===== src/rtl/game_keys_pkg.sv =====
// Shared definitions for the game key controller: scan codes, game state
// encoding, direction encoding and held-bitmap bit positions.
package game_keys_pkg;

    // Default PS/2 set-2 scan codes (E0 prefix already stripped for arrows)
    localparam logic [7:0] SC_SPACE = 8'h29;
    localparam logic [7:0] SC_P     = 8'h4D;
    localparam logic [7:0] SC_ESC   = 8'h76;
    localparam logic [7:0] SC_UP    = 8'h75;
    localparam logic [7:0] SC_DOWN  = 8'h72;
    localparam logic [7:0] SC_LEFT  = 8'h6B;
    localparam logic [7:0] SC_RIGHT = 8'h74;

    // Game state encoding
    typedef enum logic [1:0] {
        ST_IDLE    = 2'd0,
        ST_PLAYING = 2'd1,
        ST_PAUSED  = 2'd2
    } game_state_t;

    // Direction encoding; opposite pairs differ only in bit 0
    localparam logic [1:0] DIR_UP    = 2'd0;
    localparam logic [1:0] DIR_DOWN  = 2'd1;
    localparam logic [1:0] DIR_LEFT  = 2'd2;
    localparam logic [1:0] DIR_RIGHT = 2'd3;

    // Bit positions in the held / press vectors
    localparam int HB_START = 0;
    localparam int HB_PAUSE = 1;
    localparam int HB_QUIT  = 2;
    localparam int HB_UP    = 3;
    localparam int HB_DOWN  = 4;
    localparam int HB_LEFT  = 5;
    localparam int HB_RIGHT = 6;
    localparam int NUM_KEYS = 7;

    // The direction that would reverse the snake/player onto itself
    function automatic logic [1:0] oppositeDir(input logic [1:0] d);
        return d ^ 2'b01;
    endfunction

endpackage


===== src/rtl/key_event_filter.sv =====
// Matches incoming key events against the command keys, tracks which keys
// are currently held down and produces a one-hot-per-key press vector with
// optional typematic repeat suppression.
module key_event_filter
    import game_keys_pkg::*;
#(
    parameter logic [7:0] KEY_START   = SC_SPACE,
    parameter logic [7:0] KEY_PAUSE   = SC_P,
    parameter logic [7:0] KEY_QUIT    = SC_ESC,
    parameter logic [7:0] KEY_UP      = SC_UP,
    parameter logic [7:0] KEY_DOWN    = SC_DOWN,
    parameter logic [7:0] KEY_LEFT    = SC_LEFT,
    parameter logic [7:0] KEY_RIGHT   = SC_RIGHT,
    parameter bit         ARROW_EXT   = 1'b1,
    parameter bit         REPEAT_FILT = 1'b1
) (
    input  logic                clk,
    input  logic                rst,
    input  logic                i_key_valid,
    input  logic [7:0]          i_keycode,
    input  logic                i_ext,
    input  logic                i_make,
    output logic [NUM_KEYS-1:0] o_held,
    output logic [NUM_KEYS-1:0] o_press
);

    logic [NUM_KEYS-1:0] r_held;
    logic [NUM_KEYS-1:0] w_match;
    logic [NUM_KEYS-1:0] w_notHeld;

    // Decode which command key this event refers to (command keys need no E0)
    always_comb begin
        w_match           = '0;
        w_match[HB_START] = (i_keycode == KEY_START) && !i_ext;
        w_match[HB_PAUSE] = (i_keycode == KEY_PAUSE) && !i_ext;
        w_match[HB_QUIT]  = (i_keycode == KEY_QUIT)  && !i_ext;
        w_match[HB_UP]    = (i_keycode == KEY_UP)    && (i_ext == ARROW_EXT);
        w_match[HB_DOWN]  = (i_keycode == KEY_DOWN)  && (i_ext == ARROW_EXT);
        w_match[HB_LEFT]  = (i_keycode == KEY_LEFT)  && (i_ext == ARROW_EXT);
        w_match[HB_RIGHT] = (i_keycode == KEY_RIGHT) && (i_ext == ARROW_EXT);
    end

    // A make is a fresh press unless the key is already down and repeats are filtered
    always_comb begin
        w_notHeld = REPEAT_FILT ? ~r_held : '1;
        o_press   = '0;
        if (i_key_valid && i_make) begin
            o_press = w_match & w_notHeld;
        end
    end

    // Held bitmap: set on a matching make, cleared on a matching break
    always_ff @(posedge clk or posedge rst) begin
        if (rst) begin
            r_held <= '0;
        end else if (i_key_valid) begin
            if (i_make) begin
                r_held <= r_held | w_match;
            end else begin
                r_held <= r_held & ~w_match;
            end
        end
    end

    assign o_held = r_held;

endmodule


===== src/rtl/game_key_ctrl.sv =====
// Keyboard-to-game command decoder: runs the IDLE/PLAYING/PAUSED state
// machine, latches the movement direction and generates start/quit pulses.
// All outputs are registered, one clock after the key event.
module game_key_ctrl
    import game_keys_pkg::*;
#(
    parameter logic [7:0] KEY_START   = SC_SPACE,
    parameter logic [7:0] KEY_PAUSE   = SC_P,
    parameter logic [7:0] KEY_QUIT    = SC_ESC,
    parameter logic [7:0] KEY_UP      = SC_UP,
    parameter logic [7:0] KEY_DOWN    = SC_DOWN,
    parameter logic [7:0] KEY_LEFT    = SC_LEFT,
    parameter logic [7:0] KEY_RIGHT   = SC_RIGHT,
    parameter bit         ARROW_EXT   = 1'b1,
    parameter bit         REPEAT_FILT = 1'b1,
    parameter bit         REVERSE_EN  = 1'b1,
    parameter logic [1:0] DIR_INIT    = DIR_RIGHT
) (
    input  logic                clk,
    input  logic                rst,
    input  logic                key_valid,
    input  logic [7:0]          keycode,
    input  logic                ext,
    input  logic                make,
    input  logic                game_over,
    output logic                startGame,
    output logic                quit,
    output logic                paused,
    output logic                playing,
    output logic [1:0]          dir,
    output logic [NUM_KEYS-1:0] held
);

    game_state_t         r_state;
    game_state_t         w_stateNext;
    logic                r_startGame;
    logic                r_quit;
    logic                r_paused;
    logic                r_playing;
    logic [1:0]          r_dir;
    logic                w_startNext;
    logic                w_quitNext;
    logic [1:0]          w_dirNext;
    logic [1:0]          w_dirCand;
    logic                w_dirHit;
    logic [NUM_KEYS-1:0] w_press;

    key_event_filter #(
        .KEY_START   (KEY_START),
        .KEY_PAUSE   (KEY_PAUSE),
        .KEY_QUIT    (KEY_QUIT),
        .KEY_UP      (KEY_UP),
        .KEY_DOWN    (KEY_DOWN),
        .KEY_LEFT    (KEY_LEFT),
        .KEY_RIGHT   (KEY_RIGHT),
        .ARROW_EXT   (ARROW_EXT),
        .REPEAT_FILT (REPEAT_FILT)
    ) u_filter (
        .clk         (clk),
        .rst         (rst),
        .i_key_valid (key_valid),
        .i_keycode   (keycode),
        .i_ext       (ext),
        .i_make      (make),
        .o_held      (held),
        .o_press     (w_press)
    );

    // Game state register
    always_ff @(posedge clk or posedge rst) begin
        if (rst) begin
            r_state <= ST_IDLE;
        end else begin
            r_state <= w_stateNext;
        end
    end

    // Next-state and pulse decode; game_over beats quit, which beats pause/start
    always_comb begin
        w_stateNext = r_state;
        w_startNext = 1'b0;
        w_quitNext  = 1'b0;
        case (r_state)
            ST_IDLE: begin
                if (w_press[HB_START]) begin
                    w_stateNext = ST_PLAYING;
                    w_startNext = 1'b1;
                end
            end
            ST_PLAYING: begin
                if (game_over) begin
                    w_stateNext = ST_IDLE;
                end else if (w_press[HB_QUIT]) begin
                    w_stateNext = ST_IDLE;
                    w_quitNext  = 1'b1;
                end else if (w_press[HB_PAUSE]) begin
                    w_stateNext = ST_PAUSED;
                end
            end
            ST_PAUSED: begin
                if (game_over) begin
                    w_stateNext = ST_IDLE;
                end else if (w_press[HB_QUIT]) begin
                    w_stateNext = ST_IDLE;
                    w_quitNext  = 1'b1;
                end else if (w_press[HB_PAUSE] || w_press[HB_START]) begin
                    w_stateNext = ST_PLAYING;
                end
            end
            default: begin
                w_stateNext = ST_IDLE;
            end
        endcase
    end

    // Pick the pressed arrow (if any); a single event carries at most one code
    always_comb begin
        w_dirCand = r_dir;
        w_dirHit  = 1'b0;
        if (w_press[HB_UP]) begin
            w_dirCand = DIR_UP;
            w_dirHit  = 1'b1;
        end else if (w_press[HB_DOWN]) begin
            w_dirCand = DIR_DOWN;
            w_dirHit  = 1'b1;
        end else if (w_press[HB_LEFT]) begin
            w_dirCand = DIR_LEFT;
            w_dirHit  = 1'b1;
        end else if (w_press[HB_RIGHT]) begin
            w_dirCand = DIR_RIGHT;
            w_dirHit  = 1'b1;
        end
    end

    // Direction update: reload on start, steer only while playing, optionally block reversal
    always_comb begin
        w_dirNext = r_dir;
        if (w_startNext) begin
            w_dirNext = DIR_INIT;
        end else if (r_state == ST_PLAYING && w_dirHit) begin
            if (REVERSE_EN || (w_dirCand != oppositeDir(r_dir))) begin
                w_dirNext = w_dirCand;
            end
        end
    end

    // Registered outputs: status flags, one-cycle pulses and the direction latch
    always_ff @(posedge clk or posedge rst) begin
        if (rst) begin
            r_startGame <= 1'b0;
            r_quit      <= 1'b0;
            r_paused    <= 1'b0;
            r_playing   <= 1'b0;
            r_dir       <= DIR_INIT;
        end else begin
            r_startGame <= w_startNext;
            r_quit      <= w_quitNext;
            r_paused    <= (w_stateNext == ST_PAUSED);
            r_playing   <= (w_stateNext == ST_PLAYING);
            r_dir       <= w_dirNext;
        end
    end

    assign startGame = r_startGame;
    assign quit      = r_quit;
    assign paused    = r_paused;
    assign playing   = r_playing;
    assign dir       = r_dir;

endmodule

===== config.mk =====
export PLATFORM = sky130hd
export DESIGN_NAME = game_key_ctrl
export DESIGN_NICKNAME = d
export VERILOG_FILES = /design/src/rtl/game_keys_pkg.sv /design/src/rtl/key_event_filter.sv /design/src/rtl/game_key_ctrl.sv
export SDC_FILE = /design/constraint.sdc
export NUM_CORES = 1
export LEC_CHECK = 0
export CAP_MARGIN = 10
export CORE_MARGIN = 2
export CORE_UTILIZATION = 45
export DETAILED_ROUTE_END_ITERATION = 8
export PLACE_DENSITY_LB_ADDON = 0.12
export SYNTH_ARGS = -nofsm -noshare
export SYNTH_HDL_FRONTEND = slang
export SYNTH_SLANG_ARGS = --single-unit

===== constraint.sdc =====
create_clock -name clk -period 3.3 [get_ports clk]
set_input_delay 0.33 -clock clk [delete_from_list [all_inputs] [get_ports clk]]
set_output_delay 0.33 -clock clk [all_outputs]
set_load 0.05 [all_outputs]

==> results.md <==
* Vias per cell at ~5.6
* Diode count at 0
* Post-DRT Antenna Nets at 0
* Clock Latency Late Sink at about 0.30 ns
* # setup viols final at 0
* Number of DRC markers in iteration 0 at 29
* Worst Tran Pin Value at ~0.57 ns
* GRT overflow at 0
* Power share of the combinational group at about 18%
* Total GRT Usage at between 10% and 20%
* Height of the die at 51.4 µm
* CP max FO at 2
* Power Density at about 280 nW/µm²
* Fraction of layout cells with a size suffix above 1 at 10.8%
* Switch Pwr at between 100 and 150 µW
* Synth Register Bits at 15
* Switching share of power at 28.8%
* Syn Inst Count at 102
* Outcome: completed
* FP Rows at 17
* RSZ-0062 raised after global routing: false
* Final WL at around 2.4 mm
* Syn. warnings at 0
* Cts repair resizes at 0
* Initial antenna violation count at 0
* CP endpoint kind: output port
* Synth top area cells: dfrtp_1 32%, dfstp_2 5.2%, ha_1 5.0%
* DRT met1 WL at 1.13 mm
* Cell breakdown of the critical path: clkdlybuf4s50_1
* DR vias at 886
* Int Power at around 260 µW
* Starting Density at 46.6%
* Chip Width at about 51 µm
* Post-synth top area share at 32.2%
* Port Buffers at 26
* Pre-CTS setup slack at about 1.1 ns
* RD Place Congestion at between 0.9 and 1
* FMAX at between 500 and 600 MHz
* CP top delay family: buffers and inverters
* Leak at 0.591 nW
* Setup Skew at roughly 0.0071 ns
* CP max stage cell: clkdlybuf4s50_1
* Residual DRC count at 0
* Most common cell after layout, fill and taps aside: clkdlybuf4s50_1
* Sequential-to-total area share from yosys stat at approximately 37%
* Max Slew Vio Count at 0
* Arrival time at the worst endpoint at approximately 1.6 ns
* Max Cap Viol at 0
* Met3 WL post-DR at between 150 and 200 µm
* Cts bufs inserted at 3
* Post-CTS Setup Bufs at 0
* Detailed placer's ending HPWL at roughly 1.8 mm
* Core ar. at 2170 µm²
* Register share of total power at 51.9%
* Die ar. at around 2600 µm²
* Max_slew headroom at between 60% and 70%
* Fin nets at roughly 150
* Worst EP required at about 3.0 ns
* Fin crit period at just under 2 ns
* Fill cells at 201
* Worst hold path type: input port to async pin
* Peak supply drop at around 250 µV
* Final Hold Viols at 0
* Synth unique cells at 43
* CP startpoint kind: register
* CTS tree: built
* Most frequent cells in the layout: 26 x clkdlybuf4s50_1, 13 x dfrtp_1, 12 x inv_1
* Vias in the first global route at between 800 and 900
* Clk pwr share at between 30% and 40%
* Worst path bufs/invs at 1
* Mapped Nets at 120
* WL met2 at approximately 1000 µm
* Drt first pass iters at 4
* DR WL/cell at 15.0 µm
* Fin crit share at approximately 60%
* Global-route wire length before repair at 3.93 mm
* Area Overhead vs Synth at 31.1%
* Area of the mapped netlist at ~1000 µm²
* Number of synthesized flops with an enable pin at 0
* PnR worst setup slack at approximately 1.3 ns
* Largest net degree at the start of global routing at 16
* Top Metal Used: met4
* Hold Buf Count CTS at 0
* Syn_area_per_cell at 9.91 µm²
* Worst path max stage delay at about 0.8 ns
* Root Buffer Master: clkbuf_4
* CTS sink cnt at 15
* IO Pins at 27
* CP Class: register to output port
* Top_reg_cell synth: dfrtp_1
* H-tree levels at 1
* Setup_tns at 0 ns
* Leading area contributor after synthesis: dfrtp_1
* Clk slew on worst S/H paths at roughly 0.10 ns
* Async SR Flop Fraction at 100%
* CTS Buffer Depth at 2
-- metrics by stage --
| stage | cell area (µm²) | hold slack (ns) | util, % | total power [mW] | instances |
|---|---|---|---|---|---|
| 6_report | 1330 | 0.371 | 61.1 | 0.367 | 158 |
| 5_1_grt | 1330 | 0.434 | 61.1 | 0.384 | 158 |
| 3_5_place_dp | 1300 | 0.514 | 59.8 | 0.259 | 154 |
| 3_3_place_gp | 1300 | 0.505 | 59.8 | 0.259 | 154 |
| 2_1_floorplan | 1010 | 0.230 | - | 0.227 | 102 |
| 4_1_cts | 1330 | 0.400 | 61.1 | 0.370 | 158 |
-- cells by family (layout without fill, tap and decap cells) --
family,Yosys count,after routing,synth area share (%)
compound gates,20,20,15.2
fa+ha+maj,4,4,4.95
buf+inv,14,42,5.32
flops,15,15,37.4
mux,6,6,6.56
simple gates,43,43,30.6
-- worst register-to-register path: stages, from the launching register on --
cell and delay [ns]:
dfrtp_1 0.43, inv_1 0.12, ha_1 0.25, nand2_1 0.14
o41ai_2 0.38, o2111ai_1 0.19, o21ba_1 0.24
-- per-layer routing --
| layer | track usage [%] | up-vias |
|---|---|---|
| li1 | - | 431 |
| met1 | 26.9 | 404 |
| met2 | 29.9 | 42 |
| met3 | 3.22 | 9 |
| met4 | 11.8 | 0 |
| met5 | 0 | - |
-- cell type report --
class,instances,area [µm²],share of cell area (%)
repair buffers,26,260,19.6
clock buffers,3,22.5,1.70
flip-flops and latches,15,378,28.5
multi-input cells,73,579,43.7
well taps,28,35.0,2.64
inverters,12,45.0,3.40
clock inverters,1,5.00,0.378
-- Yosys cell counts, drive strengths merged (2+ instances only) --
| library cell | number |
|---|---|
| mux2 | 5 |
| inv | 12 |
| nand3 | 2 |
| nor3 | 5 |
| o21ai | 3 |
| a21o | 2 |
| nand4 | 5 |
| nand2 | 6 |
| a21oi | 2 |
| dfrtp | 13 |
| and4bb | 2 |
| nor3b | 3 |
| nand2b | 2 |
| nor4 | 2 |
| and2 | 2 |
| nor2b | 3 |
| o2bb2ai | 2 |
| dfstp | 2 |
| nor4b | 2 |
| nor2 | 3 |
| a31oi | 3 |
| ha | 4 |
-- path summary, 6_finish.rpt --
path,from,end,slack [ns],cells after the start
worst min-delay path,rst,playing$_DFF_PP0_,0.37,2
worst max-delay path,dir[1]$_DFFE_PP1P_,dir[1],1.33,1
worst min register to register,register,register,0.53,1
min in group clk,register,register,0.53,1
max in group asynchronous,rst,async pin,2.55,2
worst max register to register,r_state[1]$_DFF_PP0_,paused$_DFF_PP0_,1.51,6
-- power groups by stage --
stage / Sequential (mW) / Combinational [mW] / Clock (mW)
finish: 0.190 / 0.0659 / 0.110
floorplan: 0.206 / 0.0208 / 0
CTS: 0.190 / 0.0658 / 0.113
global placement: 0.194 / 0.0650 / 0
global route: 0.191 / 0.0703 / 0.123
detailed placement: 0.194 / 0.0653 / 0
(Power assumes the default switching activity.)
